## src/rtl/riscv_core_mc.sv

```systemverilog
// Multi-cycle RV32I core with req/ack instruction and data bus ports.
// Ports: clk, rst (async, active-high); imem_req/addr/ack/rdata fetch bus;
// dmem_req/we/addr/be/wdata/ack/rdata data bus; instruction (IR);
// halted (ECALL/EBREAK), fault (illegal, misaligned, timeout); retired count.
module riscv_core_mc #(
    parameter logic [31:0] RESET_PC = 32'h0000_0000,
    parameter int unsigned MAX_WAIT = 16
) (
    input  logic        clk,
    input  logic        rst,
    output logic        imem_req,
    output logic [31:0] imem_addr,
    input  logic        imem_ack,
    input  logic [31:0] imem_rdata,
    output logic        dmem_req,
    output logic        dmem_we,
    output logic [31:0] dmem_addr,
    output logic [3:0]  dmem_be,
    output logic [31:0] dmem_wdata,
    input  logic        dmem_ack,
    input  logic [31:0] dmem_rdata,
    output logic [31:0] instruction,
    output logic        halted,
    output logic        fault,
    output logic [31:0] retired
);
    localparam int unsigned WCW = 8;
    localparam logic [2:0] S_START = 3'd0, S_FETCH = 3'd1, S_EXEC = 3'd2, S_MEM = 3'd3,
                           S_WB = 3'd4, S_HALT = 3'd5, S_FAULT = 3'd6;
    localparam logic [6:0] OP_LUI = 7'h37, OP_AUIPC = 7'h17, OP_JAL = 7'h6F, OP_JALR = 7'h67,
                           OP_BRANCH = 7'h63, OP_LOAD = 7'h03, OP_STORE = 7'h23,
                           OP_IMM = 7'h13, OP_REG = 7'h33, OP_FENCE = 7'h0F, OP_SYSTEM = 7'h73;

    logic [2:0]     state, state_n;
    logic [31:0]    pc, pc_n, ir, ir_n, retired_n, rd_val, rd_val_n, next_pc, next_pc_n;
    logic [WCW-1:0] wait_cnt, wait_n;
    logic           wb_en, wb_en_n, imem_req_n, dmem_req_n, dmem_we_n;
    logic [31:0]    imem_addr_n, dmem_addr_n, dmem_wdata_n;
    logic [3:0]     dmem_be_n;
    logic [31:0]    regs [32];

    // Instruction fields and immediates
    logic [6:0]  opcode;
    logic [4:0]  rd, rs1, rs2;
    logic [2:0]  f3;
    logic [31:0] imm_i, imm_s, imm_b, imm_u, imm_j, rs1_v, rs2_v, op_b, pc_plus4;
    assign opcode   = ir[6:0];
    assign rd       = ir[11:7];
    assign f3       = ir[14:12];
    assign rs1      = ir[19:15];
    assign rs2      = ir[24:20];
    assign imm_i    = {{20{ir[31]}}, ir[31:20]};
    assign imm_s    = {{20{ir[31]}}, ir[31:25], ir[11:7]};
    assign imm_b    = {{19{ir[31]}}, ir[31], ir[7], ir[30:25], ir[11:8], 1'b0};
    assign imm_u    = {ir[31:12], 12'h000};
    assign imm_j    = {{11{ir[31]}}, ir[31], ir[19:12], ir[20], ir[30:21], 1'b0};
    assign rs1_v    = regs[rs1];
    assign rs2_v    = regs[rs2];
    assign op_b     = (opcode == OP_REG) ? rs2_v : imm_i;
    assign pc_plus4 = pc + 32'd4;

    // ALU; ir[30] selects SUB/SRA (for immediates only SRAI uses it)
    logic [31:0] alu_res;
    always_comb begin
        alu_res = '0;
        case (f3)
            3'd0: alu_res = (opcode == OP_REG && ir[30]) ? rs1_v - op_b : rs1_v + op_b;
            3'd1: alu_res = rs1_v << op_b[4:0];
            3'd2: alu_res = {31'd0, $signed(rs1_v) < $signed(op_b)};
            3'd3: alu_res = {31'd0, rs1_v < op_b};
            3'd4: alu_res = rs1_v ^ op_b;
            3'd5: alu_res = ir[30] ? 32'($signed(rs1_v) >>> op_b[4:0]) : rs1_v >> op_b[4:0];
            3'd6: alu_res = rs1_v | op_b;
            default: alu_res = rs1_v & op_b;
        endcase
    end

    // Branch condition
    logic taken;
    always_comb begin
        taken = 1'b0;
        case (f3)
            3'd0: taken = (rs1_v == rs2_v);
            3'd1: taken = (rs1_v != rs2_v);
            3'd4: taken = ($signed(rs1_v) < $signed(rs2_v));
            3'd5: taken = ($signed(rs1_v) >= $signed(rs2_v));
            3'd6: taken = (rs1_v < rs2_v);
            3'd7: taken = (rs1_v >= rs2_v);
            default: taken = 1'b0;
        endcase
    end

    // Decode: writeback value, next PC and instruction class
    logic        illegal, is_sys, is_ls, writes_rd;
    logic [31:0] wb_data, target;
    always_comb begin
        illegal = 1'b0; is_sys = 1'b0; is_ls = 1'b0; writes_rd = 1'b1;
        wb_data = alu_res; target = pc_plus4;
        case (opcode)
            OP_LUI:    wb_data = imm_u;
            OP_AUIPC:  wb_data = pc + imm_u;
            OP_JAL:    begin wb_data = pc_plus4; target = pc + imm_j; end
            OP_JALR:   begin wb_data = pc_plus4; target = (rs1_v + imm_i) & ~32'd1; end
            OP_BRANCH: begin writes_rd = 1'b0; if (taken) target = pc + imm_b; end
            OP_LOAD:   is_ls = 1'b1;
            OP_STORE:  begin is_ls = 1'b1; writes_rd = 1'b0; end
            OP_IMM, OP_REG: ;
            OP_FENCE:  writes_rd = 1'b0;
            OP_SYSTEM: begin is_sys = 1'b1; writes_rd = 1'b0; end
            default:   begin illegal = 1'b1; writes_rd = 1'b0; end
        endcase
    end

    // Memory address, lanes and alignment; f3[1:0]==3 has no legal size
    logic [31:0] ls_addr, st_data;
    logic [3:0]  ls_be;
    logic        mis;
    assign ls_addr = rs1_v + ((opcode == OP_STORE) ? imm_s : imm_i);
    always_comb begin
        ls_be = 4'b1111; st_data = rs2_v; mis = 1'b0;
        case (f3[1:0])
            2'd0: begin ls_be = 4'b0001 << ls_addr[1:0]; st_data = {4{rs2_v[7:0]}}; end
            2'd1: begin ls_be = 4'b0011 << ls_addr[1:0]; st_data = {2{rs2_v[15:0]}};
                        mis = ls_addr[0]; end
            2'd2: mis = (ls_addr[1:0] != 2'd0);
            default: mis = 1'b1;
        endcase
    end

    // Load data: move the addressed lane down, then extend
    logic [31:0] ld_shift, ld_data;
    assign ld_shift = dmem_rdata >> {dmem_addr[1:0], 3'b000};
    always_comb begin
        case (f3)
            3'd0: ld_data = {{24{ld_shift[7]}}, ld_shift[7:0]};
            3'd1: ld_data = {{16{ld_shift[15]}}, ld_shift[15:0]};
            3'd4: ld_data = {24'd0, ld_shift[7:0]};
            3'd5: ld_data = {16'd0, ld_shift[15:0]};
            default: ld_data = ld_shift;
        endcase
    end

    // Next-state and next-output logic
    always_comb begin
        state_n = state; pc_n = pc; ir_n = ir; retired_n = retired; wait_n = wait_cnt;
        imem_req_n = imem_req; imem_addr_n = imem_addr;
        dmem_req_n = dmem_req; dmem_we_n = dmem_we; dmem_addr_n = dmem_addr;
        dmem_be_n = dmem_be; dmem_wdata_n = dmem_wdata;
        rd_val_n = rd_val; next_pc_n = next_pc; wb_en_n = wb_en;
        case (state)
            S_START: begin
                state_n = S_FETCH; imem_req_n = 1'b1; imem_addr_n = pc; wait_n = '0;
            end
            S_FETCH: begin
                if (imem_ack) begin
                    ir_n = imem_rdata; imem_req_n = 1'b0; state_n = S_EXEC;
                end else if (wait_cnt == WCW'(MAX_WAIT - 1)) begin
                    imem_req_n = 1'b0; state_n = S_FAULT;
                end else begin
                    wait_n = wait_cnt + WCW'(1);
                end
            end
            S_EXEC: begin
                rd_val_n = wb_data; next_pc_n = target; wb_en_n = writes_rd;
                if (illegal)     state_n = S_FAULT;
                else if (is_sys) state_n = S_HALT;
                else if (is_ls) begin
                    if (mis) state_n = S_FAULT;
                    else begin
                        state_n = S_MEM; wait_n = '0; dmem_req_n = 1'b1;
                        dmem_we_n = (opcode == OP_STORE); dmem_addr_n = ls_addr;
                        dmem_be_n = ls_be; dmem_wdata_n = st_data;
                    end
                end
                else if (target[1]) state_n = S_FAULT;
                else                state_n = S_WB;
            end
            S_MEM: begin
                if (dmem_ack) begin
                    dmem_req_n = 1'b0; state_n = S_WB;
                    if (opcode == OP_LOAD) rd_val_n = ld_data;
                end else if (wait_cnt == WCW'(MAX_WAIT - 1)) begin
                    dmem_req_n = 1'b0; state_n = S_FAULT;
                end else begin
                    wait_n = wait_cnt + WCW'(1);
                end
            end
            S_WB: begin
                pc_n = next_pc; retired_n = retired + 32'd1; state_n = S_FETCH;
                imem_req_n = 1'b1; imem_addr_n = next_pc; wait_n = '0;
            end
            default: state_n = state;
        endcase
    end

    // State and registered outputs
    always_ff @(posedge clk or posedge rst) begin
        if (rst) begin
            state <= S_START; pc <= RESET_PC; ir <= '0; retired <= '0; wait_cnt <= '0;
            imem_req <= 1'b0; imem_addr <= '0; dmem_req <= 1'b0; dmem_we <= 1'b0;
            dmem_addr <= '0; dmem_be <= '0; dmem_wdata <= '0;
            halted <= 1'b0; fault <= 1'b0; rd_val <= '0; next_pc <= '0; wb_en <= 1'b0;
        end else begin
            state <= state_n; pc <= pc_n; ir <= ir_n; retired <= retired_n; wait_cnt <= wait_n;
            imem_req <= imem_req_n; imem_addr <= imem_addr_n; dmem_req <= dmem_req_n;
            dmem_we <= dmem_we_n; dmem_addr <= dmem_addr_n; dmem_be <= dmem_be_n;
            dmem_wdata <= dmem_wdata_n;
            halted <= (state_n == S_HALT); fault <= (state_n == S_FAULT);
            rd_val <= rd_val_n; next_pc <= next_pc_n; wb_en <= wb_en_n;
        end
    end

    // Register file; x0 is never written so it reads as zero
    always_ff @(posedge clk or posedge rst) begin
        if (rst) begin
            for (int i = 0; i < 32; i++) regs[i] <= '0;
        end else if (state == S_WB && wb_en && rd != 5'd0) begin
            regs[rd] <= rd_val;
        end
    end

    assign instruction = ir;
endmodule
```

## config.mk

```make
export PLATFORM = sky130hd
export DESIGN_NAME = riscv_core_mc
export DESIGN_NICKNAME = d
export VERILOG_FILES = /design/src/rtl/riscv_core_mc.sv
export SDC_FILE = /design/constraint.sdc
export NUM_CORES = 2
export LEC_CHECK = 0
export BUFFER_PORTS_ARGS = -buffer_cell sky130_fd_sc_hd__buf_2
export CORE_MARGIN = 4
export CORE_UTILIZATION = 58
export DETAILED_ROUTE_END_ITERATION = 6
export GPL_TIMING_DRIVEN = 0
export PLACE_DENSITY = 0.78
export REMOVE_ABC_BUFFERS = 1
export SKIP_CTS_REPAIR_TIMING = 1
export SKIP_LAST_GASP = 1
export SYNTH_ARGS = -nofsm -noshare
export SYNTH_HDL_FRONTEND = slang
export SYNTH_SLANG_ARGS = --single-unit
export TNS_END_PERCENT = 30
```

## constraint.sdc

```tcl
create_clock -name clk -period 45.3 [get_ports clk]
set_clock_uncertainty 0.05 [all_clocks]
set_input_delay 6.795 -clock clk [delete_from_list [all_inputs] [get_ports clk]]
set_output_delay 6.795 -clock clk [all_outputs]
set_load 0.005 [all_outputs]
```

==> results.toml <==
[run_status]
status = "complete, but fails checks"
violations = "DRC, capacitance limit, slew limit"

[logic_synthesis]
async_reset_ff_share_pct = 100
ys.flop_type = "dfrtp_1"
yosysWarnings = 0
synth-edff-count = 0
syn_area_per_cell_sq_um = 11.1
synth.distinct_cells = 107
ys_seq_elements = 1301
synthCells = 7584
syn_area_sq_mm = 0.0841
ys_seq_area_share_pct = 38.7

[grt]
grt_pass1_wl_mm = 491
antenna_found_initial = 21
first_global_vias = 69100
grt_usage_pct = 44.9
overflow = 0
grt_max_degree = 137

[clock_tree]
cts_made_buffers = 142
clk_pin_slew_worst_paths_ns = 0.06
insertion_delay_ns = 0.84
root_buffer = "clkbuf_16"
htree_levels = 4
cts_tree = "built"
clock_path_buffers = 3
cts_sinks = 1301

[layout]
fillerInstances = 10600
drive_above_1_share_pct = 29.7
utilization_pct = 64.8
nNetsFinal = 7719
syn2layout_area_growth_pct = 10.7
final_cell_area_sq_mm = 0.0932

[floorplanning]
coreArea_sq_mm = 0.144
design.die.area_sq_mm = 0.151
num_io_pins = 237
placementRows = 139
fp.dieW_um = 389
initial_utilization_pct = 58.5
dieHeight_um = 389

[route]
wire_per_inst_um = 36.6
routed_wl_mm = 346
viasPerCell = 7.40
drtIter0Drc = 9639
vias = 70000
dr.pass1.iters = 7
final_antenna_net_count = 0
drc = 1

[worst_setup_path]
crit_arrival_ns = 3.24
crit_path_end_kind = "output pin"
crit_path_max_fanout = 42
start_kind = "flop"
path_class = "flop to output pin"
crit_required_ns = 38.46

[pwr]
p_comb_share_pct = 1.3
power_mw = 2.43
p_per_area_mw_per_mm2 = 26.1
intPower_mw = 1.88
swShare_pct = 22.6
vdd_drop_max_v = 0.0000292
p_sw_mw = 0.548
power_leakage_nw = 42.3
power_frac_seq_pct = 47.9
clkPwrFrac_pct = 50.8

[worst_hold_path]
hp-class = "flop to flop"

[placed_design]
placed_cell_area_sq_mm = 0.0881
port_buffers = 236
place_hpwl_mm = 232
gp_congestion = 1.11

[run]
cap_violations = 6

[timing]
tightest_slew_ns = 1.59
timing.final.hold_violations = 0
final_max_slew_viol_count = 21
fin_setup_tns_ns = 0
fmax_mhz = 99.2
min_period_ns = 10.08
fin_crit_sh_pct = 22.3
finalSetupViolations = 0
rsz0062_at_grt = "no"
relSlewSlack_pct = -8.98
-- sequential cells by signal, summed over array words and instances (netlist names), 3 cells and up --
| name | flops |
|---|---|
| dmem_addr | 32 |
| dmem_be | 4 |
| dmem_wdata | 32 |
| imem_addr | 32 |
| instruction | 32 |
| next_pc | 32 |
| pc | 32 |
| rd_val | 32 |
| regs | 1024 |
| retired | 32 |
| state | 3 |
| wait_cnt | 8 |
-- kinds of logic (layout without fill, tap and decap cells) --
logic type	count (synthesis)	after routing	synth area share [%]
muxes	2040	2040	31.5
AOI/OAI and AO/OA	1630	1630	12.5
and+or+nand+nor	1344	1344	7.41
DFF	1301	1301	38.7
buffers and inverters	845	796	4.40
adders and majority gates	228	228	3.45
xor gates and xnor gates	196	196	2.04
other	0	12	0
-- power by group through the flow --
stage                     registers [mW]  clock network, mW  logic (mW)
final                               1.16               1.23      0.0315
after floorplan                     1.19                  0      0.0182
after global placement              1.19                  0      0.0282
after global routing                1.16               1.29      0.0362
after CTS                           1.16               1.24      0.0325
after detailed placement            1.18                  0      0.0325
-- per-stage QoR --
stage          cells  hold slack, ns  setup WS (ns)
2_1_floorplan   6909           0.319           1.78
3_3_place_gp    9048           0.331         -11.64
3_5_place_dp    9178           0.338          35.02
4_1_cts         9434           0.351          35.21
5_1_grt         9438           0.361          35.05
6_report        9450           0.354          35.22
-- final timing paths --
| path | from | to | slack, ns | depth (start not counted) |
|---|---|---|---|---|
| min | regs[1005] | regs[1005] | 0.35 | 0 |
| min reg2reg | regs[1005] | regs[1005] | 0.35 | 0 |
| max | instruction[20] | instruction[20] | 35.22 | 4 |
| max in group asynchronous | rst | regs[237] | 36.32 | 7 |
| min in group asynchronous | rst | dmem_addr[18] | 5.95 | 2 |
| max reg2reg | instruction[17] | next_pc[29] | 35.41 | 24 |
-- layer usage --
layer / global-route usage (%) / wire length [um]
met5: 0.0638 / 112
met1: 54.8 / 122000
met3: 14.0 / 40500
met2: 64.8 / 146000
met4: 38.4 / 36700
-- synth_stat cells (68+ instances only) --
library cell,count,area [sq um]
a211oi_1,85,638
a21o_1,95,713
a21oi_1,406,2030
a22oi_1,134,1010
buf_1,147,552
buf_2,68,340
clkbuf_1,376,1410
dfrtp_1,1301,32600
ha_1,221,2770
inv_1,164,616
mux2_2,1121,12600
mux2i_1,542,5430
mux4_2,372,8380
nand2_1,497,1870
nand3_1,144,721
nor2_1,330,1240
nor3_1,84,420
o21ai_0,370,1850
o22ai_1,112,701
xnor2_1,126,1100
xor2_1,70,613
-- cell usage in the layout, fill, tap and decap left out, types with 32 or more instances in the layout --
cell type,instances
dfrtp_1,1285
mux2_2,1121
mux2i_1,539
nand2_1,466
a21oi_1,403
mux4_2,372
o21ai_0,370
nor2_1,321
buf_2,236
ha_1,221
inv_1,161
clkbuf_16,145
nand3_1,141
a22oi_1,134
xnor2_1,126
o22ai_1,112
a21o_1,94
nor3_1,83
a211oi_1,83
buf_16,75
xor2_1,70
a221oi_1,49
a31oi_1,45
nand4_1,42
o21bai_1,42
and3_1,41
o211ai_1,34
nor4_1,32
-- area by class of cell --
cell class	count	area [sq um]	share of cell area, %
repair buffers	370	4210	4.52
well taps	1903	2380	2.56
clock buffers	205	4140	4.45
flip-flops and latches	1301	32600	35.0
clock inverters	51	772	0.829
diodes	12	30.0	0.0322
inverters	170	653	0.701
multi-input cells	5438	48400	51.9
-- worst max-delay path: stages (launching register included) --
cell     delay (ns)
dfrtp_4        1.05
buf_16         0.36
buf_16         0.34
buf_16         0.28
buf_2          0.17
No activity file was read; power rests on OpenSTA's default activity.
